## src/rtl/rtc_secuenciador_param.sv

```systemverilog
// RTC transaction sequencer: init burst, read sweeps, mode-dependent config reads
// and write-back, with a one-outstanding handshake, watchdog and sweep gap.
module rtc_secuenciador_param #(
    parameter int ADDR_W  = 8,
    parameter int DATA_W  = 8,
    parameter int TO_CYC  = 1023,
    parameter int GAP_CYC = 0
) (
    input  logic              clk,
    input  logic              reset,
    input  logic              in_flag_done,
    input  logic              in_sw1,
    input  logic              in_sw2,
    output logic [1:0]        out_funcion_conf,
    output logic              out_en_funcion_rtc,
    output logic              out_funcion_w_r,
    output logic [ADDR_W-1:0] out_addr_ram_rtc,
    output logic [DATA_W-1:0] out_dato_inicio,
    output logic              out_flag_inicio,
    output logic [3:0]        out_idx,
    output logic [2:0]        out_state,
    output logic              out_timeout_err
);

    localparam int WD_W  = $clog2(TO_CYC + 1);
    localparam int GAP_W = (GAP_CYC < 2) ? 1 : $clog2(GAP_CYC + 1);

    typedef enum logic [2:0] {
        ST_IDLE  = 3'd0,
        ST_INIT  = 3'd1,
        ST_WRITE = 3'd2,
        ST_READ  = 3'd3,
        ST_CONF  = 3'd4
    } state_t;

    state_t            r_state;
    logic [1:0]        r_conf;
    logic [1:0]        r_last_mode;
    logic              r_en;
    logic              r_wr;
    logic [ADDR_W-1:0] r_addr;
    logic [DATA_W-1:0] r_data;
    logic              r_flag;
    logic [3:0]        r_idx;
    logic              r_timeout_err;
    logic [WD_W-1:0]   r_wd;
    logic [GAP_W-1:0]  r_gap;

    logic [3:0]        w_len;
    logic              w_last;
    logic              w_wd_exp;
    logic [7:0]        w_addr;
    logic [7:0]        w_data;

    // Register address for a table entry; CONF and WRITE tables follow last_mode.
    function automatic logic [7:0] f_addr(input state_t st, input logic [1:0] md,
                                          input logic [3:0] ix);
        logic [7:0] a;
        a = 8'h00;
        case (st)
            ST_INIT: begin
                case (ix)
                    4'd0, 4'd1: a = 8'h02;
                    4'd2:       a = 8'h10;
                    default:    a = 8'h00;
                endcase
            end
            ST_READ: begin
                case (ix)
                    4'd0:                                   a = 8'hF0;
                    4'd1, 4'd2, 4'd3, 4'd4, 4'd5, 4'd6, 4'd7: a = 8'h20 + {4'h0, ix};
                    4'd8, 4'd9, 4'd10:                      a = 8'h39 + {4'h0, ix};
                    default:                                a = 8'h00;
                endcase
            end
            ST_CONF: begin
                case (md)
                    2'b01: begin
                        case (ix)
                            4'd0:             a = 8'hF2;
                            4'd1, 4'd2, 4'd3: a = 8'h40 + {4'h0, ix};
                            default:          a = 8'h00;
                        endcase
                    end
                    2'b10: begin
                        case (ix)
                            4'd0:             a = 8'hF1;
                            4'd1, 4'd2, 4'd3: a = 8'h20 + {4'h0, ix};
                            4'd4:             a = 8'hF2;
                            4'd5, 4'd6, 4'd7: a = 8'h3C + {4'h0, ix};
                            default:          a = 8'h00;
                        endcase
                    end
                    2'b11: begin
                        case (ix)
                            4'd0:    a = 8'hF1;
                            4'd1, 4'd2, 4'd3, 4'd4, 4'd5, 4'd6, 4'd7: a = 8'h20 + {4'h0, ix};
                            default: a = 8'h00;
                        endcase
                    end
                    default: a = 8'h00;
                endcase
            end
            ST_WRITE: begin
                if (md == 2'b11) begin
                    case (ix)
                        4'd0, 4'd1, 4'd2: a = 8'h41 + {4'h0, ix};
                        4'd3:             a = 8'hF2;
                        default:          a = 8'h00;
                    endcase
                end else begin
                    case (ix)
                        4'd0, 4'd1, 4'd2, 4'd3, 4'd4, 4'd5, 4'd6: a = 8'h21 + {4'h0, ix};
                        4'd7:    a = 8'hF1;
                        default: a = 8'h00;
                    endcase
                end
            end
            default: a = 8'h00;
        endcase
        return a;
    endfunction

    // Number of entries in the table currently being walked.
    function automatic logic [3:0] f_len(input state_t st, input logic [1:0] md);
        logic [3:0] n;
        case (st)
            ST_INIT:  n = 4'd3;
            ST_READ:  n = 4'd11;
            ST_CONF:  n = (md == 2'b01) ? 4'd4 : 4'd8;
            ST_WRITE: n = (md == 2'b11) ? 4'd4 : 4'd8;
            default:  n = 4'd1;
        endcase
        return n;
    endfunction

    // Init burst write data.
    function automatic logic [7:0] f_data(input logic [3:0] ix);
        logic [7:0] d;
        case (ix)
            4'd0:    d = 8'h10;
            4'd1:    d = 8'h00;
            4'd2:    d = 8'hD2;
            default: d = 8'h00;
        endcase
        return d;
    endfunction

    assign w_len    = f_len(r_state, r_last_mode);
    assign w_last   = (r_idx == (w_len - 4'd1));
    assign w_wd_exp = (r_wd == WD_W'(TO_CYC - 1));
    assign w_addr   = f_addr(r_state, r_last_mode, r_idx);
    assign w_data   = f_data(r_idx);

    // Sequencer: issue/close handshake, watchdog, sweep gap and state walk.
    always_ff @(posedge clk) begin
        if (!reset) begin
            r_state       <= ST_IDLE;
            r_conf        <= 2'b00;
            r_last_mode   <= 2'b01;
            r_en          <= 1'b0;
            r_wr          <= 1'b0;
            r_addr        <= '0;
            r_data        <= '0;
            r_flag        <= 1'b0;
            r_idx         <= 4'd0;
            r_timeout_err <= 1'b0;
            r_wd          <= '0;
            r_gap         <= '0;
        end else begin
            r_conf <= {in_sw2, in_sw1};
            if (r_en) begin
                // Done wins over a simultaneous watchdog expiry.
                if (in_flag_done || w_wd_exp) begin
                    r_en          <= 1'b0;
                    r_wr          <= 1'b0;
                    r_addr        <= '0;
                    r_data        <= '0;
                    r_flag        <= 1'b0;
                    r_wd          <= '0;
                    r_timeout_err <= r_timeout_err | ~in_flag_done;
                    case (r_state)
                        ST_INIT, ST_WRITE: begin
                            if (w_last) begin
                                r_state <= ST_READ;
                                r_idx   <= 4'd0;
                            end else begin
                                r_idx <= r_idx + 4'd1;
                            end
                        end
                        ST_READ: begin
                            if (w_last) begin
                                r_idx <= 4'd0;
                                if (r_conf != 2'b00) begin
                                    r_last_mode <= r_conf;
                                    r_state     <= ST_CONF;
                                end else begin
                                    r_gap <= GAP_W'(GAP_CYC);
                                end
                            end else begin
                                r_idx <= r_idx + 4'd1;
                            end
                        end
                        ST_CONF: begin
                            if (r_conf != r_last_mode) begin
                                r_idx <= 4'd0;
                                if (r_conf == 2'b00) begin
                                    r_state <= ST_WRITE;
                                end else begin
                                    r_last_mode <= r_conf;
                                end
                            end else if (w_last) begin
                                r_idx <= 4'd0;
                            end else begin
                                r_idx <= r_idx + 4'd1;
                            end
                        end
                        default: begin
                            r_state <= ST_IDLE;
                            r_idx   <= 4'd0;
                        end
                    endcase
                end else begin
                    r_wd <= r_wd + WD_W'(1);
                end
            end else begin
                r_wd <= '0;
                case (r_state)
                    ST_IDLE: begin
                        r_state <= ST_INIT;
                        r_idx   <= 4'd0;
                    end
                    ST_INIT, ST_READ, ST_WRITE, ST_CONF: begin
                        if ((r_state == ST_CONF) && (r_conf != r_last_mode)) begin
                            r_idx <= 4'd0;
                            if (r_conf == 2'b00) begin
                                r_state <= ST_WRITE;
                            end else begin
                                r_last_mode <= r_conf;
                            end
                        end else if (r_gap != '0) begin
                            r_gap <= r_gap - GAP_W'(1);
                        end else begin
                            r_en   <= 1'b1;
                            r_addr <= ADDR_W'(w_addr);
                            r_wr   <= (r_state == ST_INIT) || (r_state == ST_WRITE);
                            r_data <= (r_state == ST_INIT) ? DATA_W'(w_data) : '0;
                            r_flag <= (r_state == ST_INIT);
                        end
                    end
                    default: begin
                        r_state <= ST_IDLE;
                        r_idx   <= 4'd0;
                    end
                endcase
            end
        end
    end

    assign out_funcion_conf   = r_conf;
    assign out_en_funcion_rtc = r_en;
    assign out_funcion_w_r    = r_wr;
    assign out_addr_ram_rtc   = r_addr;
    assign out_dato_inicio    = r_data;
    assign out_flag_inicio    = r_flag;
    assign out_idx            = r_idx;
    assign out_state          = r_state;
    assign out_timeout_err    = r_timeout_err;

endmodule

```

## config.mk

```make
export PLATFORM = sky130hd
export DESIGN_NAME = rtc_secuenciador_param
export DESIGN_NICKNAME = d
export VERILOG_FILES = /design/src/rtl/rtc_secuenciador_param.sv
export SDC_FILE = /design/constraint.sdc
export NUM_CORES = 1
export LEC_CHECK = 0
export ABC_AREA = 0
export CORE_UTILIZATION = 35
export CTS_CLUSTER_DIAMETER = 100
export DETAILED_ROUTE_END_ITERATION = 7
export SLEW_MARGIN = 20
export SYNTH_ARGS = -nofsm -noshare
export SYNTH_HDL_FRONTEND = slang
export SYNTH_SLANG_ARGS = --single-unit
```

## constraint.sdc

```tcl
create_clock -name clk -period 3.05 [get_ports clk]
set_input_delay 0.4575 -clock clk [delete_from_list [all_inputs] [get_ports clk]]
set_output_delay 0.4575 -clock clk [all_outputs]
set_load 0.02 [all_outputs]
```

After elaboration in Yosys (flattened, before gate mapping). Cells that the tools add are included.

Add/subtract/negate cells: 10. Equal/unequal tests: 32. Mux-type cells: 72. Bitwise operators: 4. Reduce and logical (&&, ||, !) cells: 26.

Operators with widths (count): $mux 8 (11); $pmux 8 s2 (5); $pmux 8 s4 (2); $pmux 8 s3 (2); $mux 4 (8); $add 6x4->7 const A (4); $mux 3 (8); $mux 1 (22); $reduce_or 3->1 (6); $add 7x4->8 const A (2); $eq 4x3->1 const B (4); $mux 2 (8); $pmux 4 s4 (1); $ne 3x3->1 const B (5); $reduce_or 7->1 (2); $eq 4x4->1 const B (3); $reduce_and 6->1 (2); $add 10x1->10 const B (1); $eq 10x10->1 const B (1); $pmux 5 s2 (1); $pmux 3 s3 (1); $eq 4x2->1 const B (2); $pmux 4 s2 (1); $reduce_and 7->1 (1); other kinds (28) (41).

Bits in registers: 42. Bits of input ports: 5. Word-level logic and storage cells: 156.

Depth between registers and ports, before layout. Gate-level depths: netlist of the first run.

Word-level depth: 10. Gate-level depth with buffers: 10. Mapped depth without buffers: 8.

Worst setup path after synthesis of the first run. No wires, ideal clock.

Kind: flip-flop to flip-flop. Start: register r_idx[0], in the netlist out_idx[0]. End: register r_addr[5], in the netlist out_addr_ram_rtc[5]. Arrival: 2.365 ns. Slack: 0.547 ns. Stages on the path, launching flop included: 10. Clock period less this slack: 2.503 ns. Cells stage by stage: dfxtp_1 > inv_1 > ha_1 > clkbuf_1 > or4_1 > a32oi_1 > o31ai_1 > a22o_1 > a221oi_1 > a211oi_1.

Longest elaborated chain between the ends: 9.

RTL lines: start, declared (RTL line 44) `logic [3:0] r_idx;`; start signal, assigned (RTL line 188) `r_idx <= r_idx + 4'd1;`; start signal, assigned (RTL line 201) `r_idx <= r_idx + 4'd1;`; start signal, assigned (RTL line 215) `r_idx <= r_idx + 4'd1;`; branches (longest 4 deep; another with $add 6x4->7); $pmux 8 s4 (*) (RTL line 60) `case (st)`; $mux 8 (*) (RTL line 241) `end else if (r_gap != '0) begin`; $mux 8 (*) (RTL line 234) `if ((r_state == ST_CONF) && (r_conf != r_last_mode)) begin`; $mux 8 (*) (RTL line 228) `case (r_state)`; $mux 8 (*) (RTL line 172) `if (r_en) begin`; end signal, assigned (RTL line 245) `r_addr <= ADDR_W'(w_addr);`; end, declared (RTL line 41) `logic [ADDR_W-1:0] r_addr;`.

Mark *: on every way between the ends. The select of a mux whose other input is x is not followed. A chain may end at the register's enable or synchronous reset.

Worst setup path after layout of the first run. Same ends and word-level chain as after synthesis.

==> results of run 1 <==
-- registers in the layout (all words and copies together), names as in the netlist, 2 cells and up --
| name | flops |
|---|---|
| out_idx | 4 |
| r_last_mode | 2 |
| out_funcion_conf | 2 |
| out_addr_ram_rtc | 8 |
| r_wd | 10 |
| out_dato_inicio | 2 |
| out_state | 3 |
-- per-layer routing --
metal  vias up  wire [um]  GRT usage (%)
li1       1233          -              -
met1      1153       3266          26.48
met2        85       3218          30.47
met3        15        366          4.053
met4         0        153          5.961
met5         -          0              0
-- cells by family (layout without fill, tap and decap cells) --
family                     after synthesis  count (layout)  synth area share (%)
muxes                                    3               3                 1.218
xor gates and xnor gates                13              13                 4.435
buffers and inverters                   40              58                 9.161
other                                    1               4                0.1461
AOI/OAI and AO/OA                      107             107                 28.07
DFF                                     35              35                 27.29
adders and majority gates               12              12                 5.848
and+or+nand+nor                        119             119                 23.83
-- placed cells by master (no fill, tap or decap), types with 3 or more instances in the layout --
| master | instances |
|---|---|
| clkbuf_8 | 5 |
| nor2_1 | 29 |
| a22o_1 | 4 |
| nand2_1 | 31 |
| inv_1 | 12 |
| nand3_1 | 11 |
| clkdlybuf4s50_1 | 29 |
| xor2_1 | 7 |
| a22oi_1 | 4 |
| nor3_1 | 7 |
| o31ai_1 | 4 |
| or3_1 | 5 |
| nand4_1 | 6 |
| o22ai_1 | 3 |
| o21ai_0 | 24 |
| a211o_1 | 3 |
| ha_1 | 12 |
| nor2b_1 | 5 |
| dfxtp_1 | 35 |
| xnor2_1 | 6 |
| buf_4 | 9 |
| and2_1 | 5 |
| a211oi_1 | 3 |
| o21a_1 | 4 |
| conb_1 | 4 |
| a21oi_1 | 24 |
| a31oi_1 | 7 |
| a32o_1 | 4 |
-- critical path, stage by stage (launching register included) --
cell,delay [ps]
dfxtp_1,510
inv_1,170
ha_1,340
or4_1,520
a32oi_1,200
o31ai_1,90
a22o_1,180
a221oi_1,290
a211oi_1,110
-- worst paths after layout --
kind / startpoint / end / cells after the start
setup / recovery: out_idx[0]$_SDFFE_PN0P_ / out_addr_ram_rtc[5]$_SDFFE_PN0P_ / 8
setup reg to reg: out_idx[0]$_SDFFE_PN0P_ / out_addr_ram_rtc[5]$_SDFFE_PN0P_ / 8
hold / removal: out_dato_inicio[4]$_SDFFE_PN0P_ / out_dato_inicio[4]$_SDFFE_PN0P_ / 2
hold reg to reg: out_dato_inicio[4]$_SDFFE_PN0P_ / out_dato_inicio[4]$_SDFFE_PN0P_ / 2
-- metrics by stage --
stage / util, % / cells / instance area [um^2] / power (mW)
5_1_grt: 42.90 / 447 / 2979 / 1.591
6_report: 42.90 / 447 / 2979 / 1.500
3_5_place_dp: 41.28 / 439 / 2867 / 1.076
3_3_place_gp: 41.28 / 439 / 2867 / 1.079
4_1_cts: 42.90 / 447 / 2979 / 1.507
2_1_floorplan: - / 333 / 2579 / 0.9352
-- area by class of cell --
type | count | area [um^2] | area share, %
clock buffer | 5 | 68.82 | 2.310
inverter | 12 | 45.04 | 1.512
sequential | 35 | 700.7 | 23.52
multi-input combinational | 258 | 1643 | 55.14
tap | 96 | 120.1 | 4.032
timing repair buffer | 38 | 357.8 | 12.01
clock inverter | 3 | 43.79 | 1.470
-- Yosys cell counts (all sizes together) (3+ instances only) --
library cell  instances
nand4                 6
nor2                 30
a22o                  4
nand2b                4
nor3                  7
o22ai                 3
o31ai                 4
inv                  12
a211o                 3
nand2                31
o21ai                24
dfxtp                35
or3                   5
nor3b                 3
and2                  6
nor2b                 5
a31oi                 7
nand3                11
a21oi                25
o21a                  4
buf                  17
clkbuf               11
a22oi                 4
ha                   12
a32o                  4
xor2                  7
xnor2                 6
a211oi                3
-- power breakdown --
part	internal (mW)	leakage [nW]	total [mW]	switching (mW)
registers	0.499	0.284	0.560	0.0608
clock network	0.244	0.0581	0.429	0.185
logic	0.204	0.671	0.511	0.307
total	0.946	1.01	1.50	0.553
==> flow_summary_export.csv, run 1 <==
group,metric,value,unit
drt,dr_total_vias,2486,
worst_setup_path,cp.required,3210,ps
logic_synthesis,ys_types,66,
worst_setup_path,worstSetupPathType,"flop to flop",
sta,slew_viol_final,0,
logic_synthesis,synth.area.top_cells,"dfxtp_1 (27%), ha_1 (5.8%), a21oi_1 (4.7%)",
place,post-place-ws,538.7,ps
logic_synthesis,avgSynthCellArea,7.780,um^2
worst_setup_path,crit_path_start_kind,"flop",
drt,drt_iter0_drc,123,
logic_synthesis,synth_edf_count,0,
logic_synthesis,synth_seq_area_share,27.29,%
layout,area_delta_synth_final,16.03,%
power,ir_worst_vdd,0.3490,mV
power,power_density,503.4,nW/um^2
logic_synthesis,yosysWarnings,0,
drt,ant_nets,0,
global_routing,grt_max_degree,19,
worst_setup_path,worst_setup_path_end_kind,"flop",
worst_setup_path,crit_fanout,9,
logic_synthesis,synth_top_cell_by_area,"dfxtp_1",
worst_setup_path,reg2reg_setup_slack,500,ps
worst_setup_path,critPathArrivalTime,2710,ps
logic_synthesis,synth_top_flop_cell,"dfxtp_1",
die,die_width,87.65,um
drt,wirelength,7005,um
run,cap_violations,0,
sta,hold_violations,0,
clock_network,clock_sinks,35,
die,core_area,6944,um^2
global_routing,grt_pass1_vias,2332,
clock_network,path_clk_slew,80,ps
clock_network,cts_buffer_depth,2,
drt,vias_per_cell,5.562,
place,dp_hpwl,5215,um
die,die_h,87.65,um
layout,nets,367,
clock_network,ctsResizeCount,0,
die,die-area,7683,um^2
clock_network,cts_tree,"built",
sta,period_share,83.63,%
place,io_buffers,29,
logic_synthesis,async_flop_share,0,%
die,std_cell_rows,30,
sta,max_freq,392.1,MHz
global_routing,grt_first_pass_wirelength,11620,um
clock_network,clockRootBuffer,"clkbuf_8",
sta,setup_viol,0,
layout,antenna_cells,0,
global_routing,antenna_found_initial,0,
clock_network,cts_max_level,2,
sta,rsz0062_at_grt,"false",
sta,holdWs,456.7,ps
worst_hold_path,hp-class,"flop to flop",
sta,setup_ws,499.4,ps
drt,drc,0,
logic_synthesis,netlist_area,2567,um^2
global_routing,overflow,0,
logic_synthesis,yosysTopAreaCellShare,27.29,%
run_status,status,"completed",
place,gp_congestion,0.9614,
logic_synthesis,syn_inst,330,
sta,slew_headroom,53.86,%
global_routing,grt_usage,19.34,%
sta,setup_tns,0,ps
clock_network,holdBufCountCts,0,
logic_synthesis,synth-seq-cells,35,
sta,finalWorstPathRequiredPeriod,2551,ps
sta,worst_pin_slew,691.2,ps
die,io_pins,34,
layout,final_layout_size_suffix_gt1_share,7.692,%
drt,dr.pass1.iters,4,
clock_network,cts_buffers,5,
clock_network,clkLatencyLatePin,290,ps
sta,finalClockSkew,8.312,ps
clock_network,cts_setup_buffers,0,
layout,fillers,732,
power,p_leak,1.013,nW
die,initial_core_util,36.97,%
drt,wl_per_cell,15.67,um
(Power assumes the default switching activity.)
==> inputs of run 2 (changes only) <==
Clock period 3.05 ns to 2.5 ns, I/O delays scaled along.
==> run 2 against run 1 <==
Count of clock-buffer cells in the layout is the same. Sequential cell count is the same. Register-to-register slack lost 410 ps. Critical endpoint unchanged. Largest cell class unchanged.
==> flow_summary_export.csv, run 2 (synthesis results as in run 1) <==
group,metric,value,unit
clock_network,path_clk_slew,90,ps
layout,final_common_cell,"dfxtp_1",
sta,worst_pin_slew,555.6,ps
place,io_buffers,29,
layout,nets,378,
layout,area_delta_synth_final,19.54,%
clock_network,cts_setup_buffers,0,
drt,dr.pass1.iters,4,
worst_setup_path,critPathSlowestCell,"or4_1",
global_routing,grt_first_pass_wirelength,12140,um
layout,antenna_cells,0,
die,std_cell_rows,30,
sta,rsz0062_at_grt,"false",
die,die_width,87.65,um
drt,ant_nets,0,
clock_network,holdBufCountCts,0,
place,gp_congestion,0.9336,
layout,fin_util,44.20,%
layout,regMostFlops,"r_wd",
global_routing,grt_busiest_layer,"met2",
global_routing,met1_usage,28.51,%
global_routing,gr-usage-met3,4.336,%
power,p_leak,1.068,nW
global_routing,grt_usage,20.68,%
worst_setup_path,crit_fanout,7,
run_status,status,"completed",
die,die-area,7683,um^2
power,finalPower,1.889,mW
sta,slew_viol_final,0,
layout,largest_reg_flops,10,
run,cap_violations,0,
drt,wl_per_cell,16.14,um
global_routing,antenna_found_initial,0,
drt,vias_per_cell,5.642,
sta,period_share,96.60,%
place,post-place-ws,126.3,ps
clock_network,cts_buffers,5,
power,ir_worst_vdd,0.3758,mV
worst_setup_path,cp.required,2660,ps
worst_setup_path,worstSetupPathType,"flop to flop",
global_routing,grt_max_degree,17,
clock_network,clock_sinks,35,
clock_network,cts_tree,"built",
layout,fillers,707,
worst_setup_path,critPathArrivalTime,2570,ps
layout,final_cell_mix,"dfxtp_1 (34), nand2_1 (31), nor2_1 (29), clkdlybuf4s50_1 (29)",
die,initial_core_util,36.97,%
drt,wirelength,7392,um
clock_network,clockRootBuffer,"clkbuf_8",
sta,setup_tns,0,ps
clock_network,cts_max_level,2,
sta,finalWorstPathRequiredPeriod,2415,ps
sta,hold_violations,0,
layout,post-route-cell-area,3069,um^2
clock_network,cts_buffer_depth,2,
worst_setup_path,critPathBufInv,1,
clock_network,ctsResizeCount,0,
global_routing,grt_pass1_vias,2390,
die,core_area,6944,um^2
global_routing,overflow,0,
power,power_density,615.5,nW/um^2
global_routing,grt_use_met2,32.10,%
worst_hold_path,hp-class,"flop to flop",
worst_setup_path,crit_chain,"inv_1 -> ha_1 -> or4_1 -> a32oi_1 -> o31ai_1 -> a22o_1 -> a221oi_1 -> a211oi_1",
sta,slew_headroom,62.67,%
worst_setup_path,cp_slowest_stage_delay,540,ps
worst_setup_path,worst_setup_path_end_kind,"flop",
sta,finalClockSkew,15.77,ps
clock_network,clkLatencyLatePin,310,ps
worst_setup_path,crit_path_start_kind,"flop",
sta,max_freq,414.1,MHz
layout,final_layout_size_suffix_gt1_share,11.05,%
place,dp_hpwl,5525,um
drt,dr_total_vias,2584,
die,io_pins,34,
drt,drc,0,
drt,drt_iter0_drc,219,
sta,setup_viol,0,
die,die_h,87.65,um
sta,setup_ws,84.94,ps
worst_setup_path,crit_family,"compound AO/OA/AOI/OAI gates",
place,placed_area,2950,um^2
==> run 2: changes by cell type in the layout (fill, tap and decap cells not counted), sizes merged <==
cell    change
clkinv      -1
inv         +1
buf        +11
==> run 2: power breakdown <==
part | switching (mW) | total (mW) | leakage (nW) | internal (mW)
clock | 0.250 | 0.553 | 0.0587 | 0.303
sequential | 0.0577 | 0.667 | 0.284 | 0.609
combinational | 0.406 | 0.670 | 0.725 | 0.264
==> run 2: final cells by class <==
cell class              count  area (um^2)  share of cell area [%]
multi-input cells         258         1645                   53.61
flip-flops and latches     35        701.9                   22.87
repair buffers             49        440.4                   14.35
well taps                  96        120.1                   3.914
clock buffers               5        68.82                   2.242
clock inverters             3        47.55                   1.549
inverters                  12        45.04                   1.468
==> run 2: worst paths after layout <==
path                                                 startpoint                                to  slack (ps)  cells after the start
worst max-delay path                    out_idx[1]$_SDFFE_PN0P_  out_addr_ram_rtc[5]$_SDFFE_PN0P_          80                      8
worst min-delay path            out_dato_inicio[4]$_SDFFE_PN0P_   out_dato_inicio[4]$_SDFFE_PN0P_         460                      2
worst max register to register          out_idx[1]$_SDFFE_PN0P_  out_addr_ram_rtc[5]$_SDFFE_PN0P_          80                      8
worst min register to register  out_dato_inicio[4]$_SDFFE_PN0P_   out_dato_inicio[4]$_SDFFE_PN0P_         460                      2
==> run 2: per-stage QoR <==
stage	instances	hold WS (ps)
global route	458	482.3
detailed placement	450	451.9
finish	458	455.3
floorplan	333	441.2
CTS	458	461.1
global placement	450	443.8
==> run 2: worst register-to-register path, stage by stage (launching register included) <==
cell and delay (ps):
dfxtp_1 420, inv_1 130, ha_1 280, or4_1 540
a32oi_1 210, o31ai_1 90, a22o_1 180, a221oi_1 300
a211oi_1 110
==> run 2: routing by layer <==
layer | vias to the layer above | routed length [um]
li1 | 1260 | -
met5 | - | 0
met2 | 119 | 3400
met3 | 10 | 457
met1 | 1195 | 3414
met4 | 0 | 120
